**config.mk**
```make
export PLATFORM = sky130hd
export DESIGN_NAME = hazard_scoreboard_unit
export DESIGN_NICKNAME = d
export VERILOG_FILES = /design/src/rtl/hazard_scoreboard_unit.sv
export SDC_FILE = /design/constraint.sdc
export NUM_CORES = 1
export LEC_CHECK = 0
export BUFFER_PORTS_ARGS = -buffer_cell sky130_fd_sc_hd__buf_2
export CAP_MARGIN = 5
export CELL_PAD_IN_SITES_DETAIL_PLACEMENT = 1
export CELL_PAD_IN_SITES_GLOBAL_PLACEMENT = 1
export CORE_MARGIN = 5
export CORE_UTILIZATION = 26
export CTS_BUF_LIST = sky130_fd_sc_hd__clkbuf_2 sky130_fd_sc_hd__clkbuf_4 sky130_fd_sc_hd__clkbuf_8
export CTS_CLUSTER_DIAMETER = 100
export CTS_CLUSTER_SIZE = 24
export DETAILED_ROUTE_END_ITERATION = 8
export GPL_ROUTABILITY_DRIVEN = 0
export PLACE_DENSITY = 0.8
export SLEW_MARGIN = 15
export SYNTH_ARGS = -nofsm -noshare
export SYNTH_HDL_FRONTEND = slang
export SYNTH_SLANG_ARGS = --single-unit
```
**constraint.sdc**
```tcl
create_clock -name CLK -period 2.3 [get_ports CLK]
set_clock_uncertainty 0.1 [all_clocks]
set_input_delay 0.46 -clock CLK [delete_from_list [all_inputs] [get_ports CLK]]
set_output_delay 0.46 -clock CLK [all_outputs]
set_load 0.02 [all_outputs]
```
**src/rtl/hazard_scoreboard_unit.sv**
```systemverilog
// hazard_scoreboard_unit: pipeline stall/flush/forwarding control for a 5-stage MIPS core
//   in : CLK, nRST (async, active low), ihit/dhit cache hits, branch_flush/jump_flush,
//        decode sources (id_*), ID/EX, EX/MEM and MEM/WB latch fields
//   out: pc_wen, per-latch enable/flush, forward_a/forward_b EX operand selects, mul_busy
module hazard_scoreboard_unit #(
    parameter int REGW    = 5,
    parameter int MUL_LAT = 4,
    parameter bit FWD_EN  = 1'b1
) (
    input  logic            CLK,
    input  logic            nRST,
    input  logic            ihit,
    input  logic            dhit,
    input  logic            branch_flush,
    input  logic            jump_flush,
    input  logic [REGW-1:0] id_rs,
    input  logic [REGW-1:0] id_rt,
    input  logic            id_use_rs,
    input  logic            id_use_rt,
    input  logic [REGW-1:0] idex_rs,
    input  logic [REGW-1:0] idex_rt,
    input  logic [REGW-1:0] idex_wsel,
    input  logic            idex_regwr,
    input  logic            idex_memrd,
    input  logic            idex_mul,
    input  logic [REGW-1:0] exmem_wsel,
    input  logic            exmem_regwr,
    input  logic            exmem_memrd,
    input  logic            exmem_memwr,
    input  logic [REGW-1:0] memwb_wsel,
    input  logic            memwb_regwr,
    output logic            pc_wen,
    output logic            ifid_en,
    output logic            ifid_flush,
    output logic            idex_en,
    output logic            idex_flush,
    output logic            exmem_en,
    output logic            exmem_flush,
    output logic            memwb_en,
    output logic [1:0]      forward_a,
    output logic [1:0]      forward_b,
    output logic            mul_busy
);
    typedef enum logic [1:0] {RUN, MEM_WAIT, MUL_BUSY} state_e;
    state_e     state_q, state_d;
    logic [3:0] mul_cnt_q, mul_cnt_d;
    logic       dmiss, mul_start, mul_stall, do_flush, load_use, raw_stall, dec_stall;
    logic [1:0] fwd_a, fwd_b;
    logic [8:0] ctl;

    // A live writer to a non-zero register that matches src.
    function automatic logic hit(input logic [REGW-1:0] src, input logic [REGW-1:0] w, input logic wr);
        return wr && (w != '0) && (w == src);
    endfunction

    function automatic logic [1:0] fwd_sel(input logic [REGW-1:0] src);
        return !FWD_EN ? 2'b00 :
               hit(src, exmem_wsel, exmem_regwr) ? 2'b10 :
               hit(src, memwb_wsel, memwb_regwr) ? 2'b01 : 2'b00;
    endfunction

    always_comb begin
        dmiss     = (exmem_memrd | exmem_memwr) & ~dhit;
        mul_start = (state_q == RUN) && idex_mul;
        // The op stays in EX while more than one cycle remains; on the last count it advances.
        mul_stall = mul_start || ((state_q != RUN) && (mul_cnt_q > 4'd1));
        do_flush  = branch_flush | jump_flush;
        load_use  = idex_memrd && ((id_use_rs && hit(id_rs, idex_wsel, idex_regwr)) ||
                                   (id_use_rt && hit(id_rt, idex_wsel, idex_regwr)));
        // Without forwarding, EX and MEM writers must drain; WB writes the regfile early enough.
        raw_stall = !FWD_EN &&
                    ((id_use_rs && (hit(id_rs, idex_wsel, idex_regwr) || hit(id_rs, exmem_wsel, exmem_regwr))) ||
                     (id_use_rt && (hit(id_rt, idex_wsel, idex_regwr) || hit(id_rt, exmem_wsel, exmem_regwr))));
        dec_stall = load_use | raw_stall;
        // The multiply counter keeps running through a dcache miss.
        mul_cnt_d = mul_start ? 4'(MUL_LAT - 1) : (mul_cnt_q != 4'd0) ? mul_cnt_q - 4'd1 : 4'd0;
        state_d   = dmiss ? MEM_WAIT : (mul_cnt_d != 4'd0) ? MUL_BUSY : RUN;
        fwd_a     = fwd_sel(idex_rs);
        fwd_b     = fwd_sel(idex_rt);
        // {pc_wen, ifid_en, ifid_flush, idex_en, idex_flush, exmem_en, exmem_flush, memwb_en, mul_busy}
        ctl = dmiss     ? 9'b0_0_0_0_0_0_0_1_0 :
              mul_stall ? 9'b0_0_0_0_0_1_1_1_1 :
              do_flush  ? {ihit, 8'b1_1_1_1_1_0_1_0} :
              dec_stall ? 9'b0_0_0_1_1_1_0_1_0 :
              !ihit     ? 9'b0_1_1_1_0_1_0_1_0 :
                          9'b1_1_0_1_0_1_0_1_0;
    end

    always_ff @(posedge CLK or negedge nRST) begin
        if (!nRST) begin
            state_q   <= RUN;
            mul_cnt_q <= 4'd0;
        end else begin
            state_q   <= state_d;
            mul_cnt_q <= mul_cnt_d;
        end
    end

    assign {pc_wen, ifid_en, ifid_flush, idex_en, idex_flush, exmem_en, exmem_flush, memwb_en, mul_busy} =
        nRST ? ctl : 9'd0;
    assign forward_a = nRST ? fwd_a : 2'b00;
    assign forward_b = nRST ? fwd_b : 2'b00;
endmodule

```
==> flow_summary.rst, run 1 <==
.. list-table::
   :header-rows: 1

   * - Metric
     - Value
   * - Outcome
     - finished with violations
   * - Failing checks
     - setup timing
   * - Pin count of the biggest net entering global routing
     - 10
   * - Crit Reg-Reg Endpoint
     - mul_cnt_q[2]
   * - Clk Tree Root Cell
     - sky130_fd_sc_hd__clkbuf_4
   * - Number of clock sinks
     - 6
   * - Floorplan die height
     - 63.65 um
   * - Deepest clock path buffer count
     - 2
   * - Core Footprint
     - 2758 sq um
   * - Final critical-path required period
     - 2331 ps
   * - Final-report max-slew violation count
     - 0
   * - Proportion of total power due to net switching
     - 0.3631
   * - Type of the worst setup path
     - input port to primary output
   * - CTS HTree Levels
     - 1
   * - Yosys warns
     - 0
   * - Power per unit of standard cell area
     - 363.6 nW/um^2
   * - Worst voltage drop across the vdd grid
     - 0.2537 mV
   * - TritonCTS clock tree
     - yes
   * - Number of enable-type register cells in the synthesized netlist
     - 0
   * - Max-cap violation count
     - 0
   * - Portion of total power attributed to combinational logic
     - 0.555
   * - Cell area after layout
     - 1408 sq um
   * - Via count of the first global-routing pass
     - 1068
   * - Pre-antenna DRT Iters
     - 2
   * - Setup total negative slack
     - -40.61 ps
   * - Leakage Power
     - 0.6432 nW
   * - Global-route wire length before repair
     - 4.864 mm
   * - Routed via count divided by cell count
     - 5.167
   * - Yosys top cell area share
     - 0.2007
   * - Synthesized area divided by synthesized cell count
     - 8.700 sq um
   * - Clock power share
     - 0.186
   * - Leading cell types by total area after synthesis
     - sky130_fd_sc_hd__dfrtp_1 20%, sky130_fd_sc_hd__xnor2_1 19%, sky130_fd_sc_hd__xor2_1 16%
   * - Post-synthesis register bit count
     - 6
   * - Cell area after placement
     - 1107 sq um
   * - Average wire per standard cell
     - 17.46 um
   * - Worst hold path class
     - input port to async pin
   * - Sequential-to-total area share from yosys stat
     - 0.2007
   * - Normalized max-slew margin
     - 0.7985
   * - All-layer global routing usage
     - 0.1523
   * - Layout-stage area growth over the synthesis result
     - 88.13%
   * - Critical Path End
     - forward_b[0]
   * - Register-to-Register Path Depth
     - 4
   * - Effective utilization at floorplan
     - 0.2713
   * - Async SR Flop Fraction
     - 1.000
   * - Unrepaired setup endpoints after global routing
     - yes
   * - Number of placed I/O pins
     - 63
   * - Data required time at the worst endpoint
     - 1740 ps
   * - Share of the clock period used by the worst path
     - 1.014
   * - Worst path arrival time
     - 1770 ps
   * - Most area-hungry cell type in the Yosys netlist
     - sky130_fd_sc_hd__dfrtp_1
   * - Via count of the routed design
     - 961
   * - Reg-to-reg slack, setup
     - 1160 ps
   * - Switching power
     - 0.1858 mW
   * - Floorplan die width
     - 63.65 um
   * - Crit end category
     - primary output
   * - Global-route congestion overflow total
     - 0
   * - Synthesized net count
     - 136
   * - Row Count
     - 19
   * - Crit path setup slack, layout
     - -31.37 ps
   * - Clock buffer count from CTS
     - 3
   * - Cell area after synthesis
     - 748.2 sq um
   * - Measured slew at the worst slew-check pin
     - 301.3 ps
   * - Setup crit start
     - idex_rt[3]
   * - Final setup violation count
     - 2
   * - Number of antenna diodes
     - 0
   * - Final hold viol count
     - 0
   * - Clock input transition at the sequential cells of the worst setup and hold paths
     - 40 ps
   * - Final worst hold slack
     - 67.89 ps
   * - Filler Cells Inserted
     - 319
   * - Largest fanout of any net on the critical path
     - 2
   * - Unique cell type count in the Yosys netlist
     - 27
   * - Remaining design rule violation count
     - 0
   * - Total Wirelength
     - 3.248 mm
   * - Maximum frequency from static timing analysis
     - 428.9 MHz
   * - Initial antenna violation count
     - 0
   * - Cell internal power dissipation
     - 0.3259 mW
   * - Overall die area
     - 4051 sq um
   * - Predominant post-synthesis flop cell
     - sky130_fd_sc_hd__dfrtp_1
   * - Antenna Violating Nets Remaining
     - 0
   * - Number of standard cells after synthesis
     - 86
   * - Clk Latency, worst-skew pair
     - 240 ps
   * - Reg power frac
     - 0.259
   * - Fraction of final layout cells with drive strength greater than 1
     - 0.6000
   * - Reg-to-Reg Start
     - mul_cnt_q[1]
   * - Number of nets in the layout
     - 207
   * - Port Buf Inserts
     - 62
   * - Starting DRT DRC Count
     - 16
   * - Critical path launch point type
     - input port
-- synthesized netlist by cell type (2+ instances only) --
cell / count
sky130_fd_sc_hd__nor2_1: 5
sky130_fd_sc_hd__a21boi_0: 2
sky130_fd_sc_hd__and2_2: 2
sky130_fd_sc_hd__nor4_2: 2
sky130_fd_sc_hd__or4_1: 5
sky130_fd_sc_hd__nand3_1: 3
sky130_fd_sc_hd__xnor2_1: 16
sky130_fd_sc_hd__nand2_1: 5
sky130_fd_sc_hd__nor2b_1: 2
sky130_fd_sc_hd__nand4_1: 2
sky130_fd_sc_hd__buf_4: 2
sky130_fd_sc_hd__nor4_1: 2
sky130_fd_sc_hd__o21ai_0: 4
sky130_fd_sc_hd__xor2_1: 14
sky130_fd_sc_hd__o311a_1: 3
sky130_fd_sc_hd__dfrtp_1: 6
-- layout by cell type, fill, tap and decap left out, types with 2 or more instances in the layout --
| master | instances |
|---|---|
| sky130_fd_sc_hd__dfrtp_1 | 5 |
| sky130_fd_sc_hd__nor2b_1 | 2 |
| sky130_fd_sc_hd__nor4_2 | 2 |
| sky130_fd_sc_hd__nand2_1 | 5 |
| sky130_fd_sc_hd__and2_4 | 3 |
| sky130_fd_sc_hd__or4_4 | 3 |
| sky130_fd_sc_hd__clkbuf_4 | 3 |
| sky130_fd_sc_hd__nand3_1 | 3 |
| sky130_fd_sc_hd__o311a_1 | 3 |
| sky130_fd_sc_hd__buf_2 | 43 |
| sky130_fd_sc_hd__nor2_1 | 5 |
| sky130_fd_sc_hd__o21ai_0 | 4 |
| sky130_fd_sc_hd__buf_8 | 4 |
| sky130_fd_sc_hd__or4_1 | 2 |
| sky130_fd_sc_hd__nor4_4 | 2 |
| sky130_fd_sc_hd__xor2_1 | 14 |
| sky130_fd_sc_hd__nand4_1 | 2 |
| sky130_fd_sc_hd__xnor2_2 | 5 |
| sky130_fd_sc_hd__buf_4 | 13 |
| sky130_fd_sc_hd__buf_6 | 8 |
| sky130_fd_sc_hd__xnor2_1 | 10 |
-- what timing repair did --
action,CTS,global route
endpoints found under the hold margin,0,0
pin swaps,11,5
setup endpoints to repair,8,7
hold buffers,0,0
resized for setup,27,33
buffers inserted,0,3
-- how the worst min path moves through the flow --
stage	slack (ps)	from	cells after the start	end
after floorplan	60	nRST	0	mul_cnt_q[0]
after global placement	300	nRST	2	mul_cnt_q[2]
after detailed placement	300	nRST	2	mul_cnt_q[3]
after CTS	50	nRST	2	state_q[1]
after global routing	80	nRST	2	mul_cnt_q[1]
final	70	nRST	2	state_q[1]
-- registers in the layout (all words and copies together) (netlist names) --
signal and cells:
state_q 2, mul_cnt_q 4
-- per-stage QoR --
stage	utilization	cells	setup slack (ps)	power (mW)
6_report	0.5104	186	-31.37	0.5118
5_1_grt	0.5104	186	-92.12	0.5447
4_1_cts	0.4496	183	-20.09	0.4664
3_5_place_dp	0.4015	180	-86.60	0.3433
3_3_place_gp	0.4015	180	-41.28	0.3279
2_1_floorplan	-	86	13.12	0.2398
-- kinds of logic (layout without fill, tap and decap cells) --
group                     after synthesis  after routing  share of synthesized area
and+or+nand+nor                        31             31                     0.2558
xor gates and xnor gates               30             30                     0.3512
AOI/OAI and AO/OA                      16             16                     0.1656
DFF                                     6              6                     0.2007
buffers and inverters                   3             72                    0.02674
-- cell type report --
cell class	count	area, sq um	share of cell area
clock buffer	3	22.52	0.01600
tap	31	38.79	0.02756
sequential	6	151.4	0.1076
multi-input combinational	77	711.9	0.5058
timing repair buffer	69	483.0	0.3431
-- per-layer routing --
layer  vias up  global-route usage  routed length (um)
met3         4             0.03908                 303
met5         -                   0                   0
met4         0             0.06753                  47
met2        57              0.2995                1825
li1        454                   -                   -
met1       446              0.1430                1071
-- power groups by stage --
stage / registers (mW) / clock network, mW / logic, mW
2_1_floorplan: 0.131 / 0 / 0.109
4_1_cts: 0.135 / 0.101 / 0.230
3_3_place_gp: 0.133 / 0 / 0.195
6_report: 0.133 / 0.0951 / 0.284
5_1_grt: 0.135 / 0.105 / 0.305
3_5_place_dp: 0.135 / 0 / 0.208
-- worst max-delay path: stages --
cell and delay (ps):
sky130_fd_sc_hd__buf_2 130, sky130_fd_sc_hd__xor2_1 130, sky130_fd_sc_hd__or4_1 550, sky130_fd_sc_hd__nor4_2 310, sky130_fd_sc_hd__buf_4 190
No activity file was read; power rests on OpenSTA's default activity.
==> run 2: changes to the inputs <==
==> constraint.sdc (replaced) <==
create_clock -name CLK -period 2.2 [get_ports CLK]
set_clock_uncertainty 0.1 [all_clocks]
set_input_delay 0.44 -clock CLK [delete_from_list [all_inputs] [get_ports CLK]]
set_output_delay 0.44 -clock CLK [all_outputs]
set_load 0.02 [all_outputs]
==> run 2 against run 1 <==
Against the previous run: final cell count rose by 4.3%; utilization rose by 3.9 points; critical path depth did not move; the run still ends with setup timing left.
==> flow_summary.rst, run 2 (synthesis gave the netlist of run 1 again) <==
.. list-table::
   :header-rows: 1

   * - Metric
     - Value
   * - Outcome
     - finished with violations (unchanged)
   * - Failing checks
     - setup timing (unchanged)
   * - Setup total negative slack
     - -300.0 ps (was -40.61 ps)
   * - Largest fanout of any net on the critical path
     - 2 (unchanged)
   * - Regs by FF count
     - mul_cnt_q x4, state_q x2 (unchanged)
   * - Final critical-path required period
     - 2309 ps
   * - Pin count of the biggest net entering global routing
     - 11 (was 10)
   * - Hold-fix buffers at CTS
     - 0 (unchanged)
   * - Cell internal power dissipation
     - 0.3471 mW (was 0.3259 mW)
   * - Port Buf Inserts
     - 62 (unchanged)
   * - Clk Tree Root Cell
     - sky130_fd_sc_hd__clkbuf_4 (unchanged)
   * - Reg power frac
     - 0.258 (was 0.259)
   * - Commonest cells after routing, fill and taps aside
     - 43 x sky130_fd_sc_hd__buf_2, 16 x sky130_fd_sc_hd__buf_4, 15 x sky130_fd_sc_hd__buf_6, 13 x sky130_fd_sc_hd__xor2_1, 9 x sky130_fd_sc_hd__xnor2_1 (was 43 x sky130_fd_sc_hd__buf_2, 14 x sky130_fd_sc_hd__xor2_1, 13 x sky130_fd_sc_hd__buf_4, 10 x sky130_fd_sc_hd__xnor2_1, 8 x sky130_fd_sc_hd__buf_6)
   * - Starting DRT DRC Count
     - 11 (was 16)
   * - Worst hold path class
     - input port to async pin (unchanged)
   * - Setup crit start
     - idex_rs[1] (was idex_rt[3])
   * - Antenna Violating Nets Remaining
     - 0 (unchanged)
   * - Number of nets in the layout
     - 215 (was 207)
   * - Clock buffer count from CTS
     - 3 (unchanged)
   * - Unrepaired setup endpoints after global routing
     - yes (unchanged)
   * - Type of the worst setup path
     - input port to primary output (unchanged)
   * - All-layer global routing usage
     - 0.1515 (was 0.1523)
   * - Clock input transition at the sequential cells of the worst setup and hold paths
     - 50 ps (was 40 ps)
   * - Cell area after placement
     - 1159 sq um (was 1107 sq um)
   * - CTS HTree Levels
     - 1 (unchanged)
   * - Row Count
     - 19 (unchanged)
   * - Clk Latency, worst-skew pair
     - 240 ps (about the same)
   * - Switching power
     - 0.2001 mW (was 0.1858 mW)
   * - Measured slew at the worst slew-check pin
     - 301.8 ps (was 301.3 ps)
   * - Critical path launch point type
     - input port (unchanged)
   * - Pre-antenna DRT Iters
     - 2 (unchanged)
   * - Floorplan die width
     - 63.65 um (unchanged)
   * - Reg-to-reg slack, setup
     - 1050 ps (was 1160 ps)
   * - Crit path setup slack, layout
     - -108.6 ps (was -31.37 ps)
   * - Crit end category
     - primary output (unchanged)
   * - Reg-to-Reg Start
     - mul_cnt_q[1] (unchanged)
   * - Largest register FFs
     - 4 (unchanged)
   * - Most flops, register
     - mul_cnt_q (unchanged)
   * - Final hold viol count
     - 0 (unchanged)
   * - Effective utilization at floorplan
     - 0.2713 (unchanged)
   * - Remaining design rule violation count
     - 0 (unchanged)
   * - Data required time at the worst endpoint
     - 1660 ps (was 1740 ps)
   * - Global-route wire length before repair
     - 5.085 mm (was 4.864 mm)
   * - Average wire per standard cell
     - 17.01 um (was 17.46 um)
   * - TritonCTS clock tree
     - yes (unchanged)
   * - Via count of the routed design
     - 983 (was 961)
   * - Leading cell type in the layout, fill and taps excluded
     - sky130_fd_sc_hd__buf_2 (unchanged)
   * - Global-route congestion overflow total
     - 0 (unchanged)
   * - Number of clock sinks
     - 6 (unchanged)
   * - Normalized max-slew margin
     - 0.7973 (was 0.7985)
   * - Final-report max-slew violation count
     - 0 (unchanged)
   * - Register-to-Register Path Depth
     - 4 (unchanged)
   * - Total Wirelength
     - 3.300 mm (was 3.248 mm)
   * - Crit Reg-Reg Endpoint
     - mul_cnt_q[2] (unchanged)
   * - Proportion of total power due to net switching
     - 0.3657 (was 0.3631)
   * - Via count of the first global-routing pass
     - 1102 (was 1068)
   * - Layout-stage area growth over the synthesis result
     - 102.7% (was 88.13%)
   * - Power per unit of standard cell area
     - 360.8 nW/um^2 (was 363.6 nW/um^2)
   * - Number of antenna diodes
     - 0 (unchanged)
   * - Cell area after layout
     - 1516 sq um (was 1408 sq um)
   * - Core Footprint
     - 2758 sq um (unchanged)
   * - Final setup violation count
     - 4 (was 2)
   * - Initial antenna violation count
     - 0 (unchanged)
   * - Max-cap violation count
     - 0 (unchanged)
   * - Routed via count divided by cell count
     - 5.067 (was 5.167)
   * - Worst path arrival time
     - 1770 ps (about the same)
   * - Critical Path End
     - forward_a[0] (was forward_b[0])
   * - Clock power share
     - 0.179 (was 0.186)
   * - Leakage Power
     - 0.6922 nW (was 0.6432 nW)
   * - Deepest clock path buffer count
     - 2 (unchanged)
   * - Maximum frequency from static timing analysis
     - 433.2 MHz
   * - Final worst hold slack
     - 26.62 ps (was 67.89 ps)
   * - Floorplan die height
     - 63.65 um (unchanged)
   * - Overall die area
     - 4051 sq um (unchanged)
   * - Worst voltage drop across the vdd grid
     - 0.2175 mV (was 0.2537 mV)
   * - Fraction of final layout cells with drive strength greater than 1
     - 0.6687 (was 0.6000)
   * - Share of the clock period used by the worst path
     - 1.049
   * - Number of placed I/O pins
     - 63 (unchanged)
   * - Portion of total power attributed to combinational logic
     - 0.563 (was 0.555)
[run 2: changes by cell type in the layout (fill, tap and decap cells not counted), sizes merged]
| cell | delta |
|---|---|
| buf | +8 |
[run 2: layer usage]
| metal | global-route usage | up-vias | part of all wire | wire length [um] |
|---|---|---|---|---|
| met5 | 0 | - | 0 | 0 |
| met2 | 0.3058 | 59 | 0.53 | 1757 |
| met1 | 0.1557 | 451 | 0.36 | 1195 |
| met3 | 0.03020 | 4 | 0.096 | 317 |
| met4 | 0.03117 | 0 | 0.0088 | 29 |
| li1 | - | 469 | - | - |
[run 2: how the worst min path moves through the flow]
| stage | startpoint | to |
|---|---|---|
| 6_report | nRST | mul_cnt_q[3] |
| 5_1_grt | nRST | mul_cnt_q[3] |
| 4_1_cts | nRST | mul_cnt_q[2] |
| 3_5_place_dp | nRST | mul_cnt_q[2] |
| 3_3_place_gp | nRST | mul_cnt_q[3] |
| 2_1_floorplan | nRST | mul_cnt_q[0] |
[run 2: power groups by stage]
stage | registers, mW | clock network [mW] | logic, mW
6_report | 0.141 | 0.0979 | 0.308
5_1_grt | 0.143 | 0.108 | 0.334
4_1_cts | 0.139 | 0.102 | 0.267
2_1_floorplan | 0.137 | 0 | 0.119
3_5_place_dp | 0.141 | 0 | 0.222
3_3_place_gp | 0.139 | 0 | 0.214
[run 2: cell type report]
cell class / count / area [sq um]
repair buffers: 77 / 549.3
flip-flops and latches: 6 / 152.6
clock buffers: 3 / 22.52
well taps: 31 / 38.79
fillers: 319 / 1241
multi-input cells: 77 / 753.2
[run 2: per-stage QoR]
stage	utilization	cells	setup slack [ps]	power, mW
after floorplan	-	86	61.19	0.2556
after global placement	0.4201	184	-147.6	0.3529
after detailed placement	0.4201	184	-210.9	0.3634
after CTS	0.5027	189	-160.6	0.5087
after global routing	0.5499	194	-143.6	0.5859
final	0.5499	194	-108.6	0.5472
[run 2: timing repair]
item	in CTS	in global routing
endpoints found under the setup margin	8	9
buffers inserted	2	5
resized for setup	40	25
pin swaps	17	11
[run 2: worst max-delay path, cell delays in order]
cell	delay [ps]
sky130_fd_sc_hd__buf_2	130
sky130_fd_sc_hd__xor2_1	180
sky130_fd_sc_hd__or4_4	560
sky130_fd_sc_hd__nor4_4	290
sky130_fd_sc_hd__buf_4	180
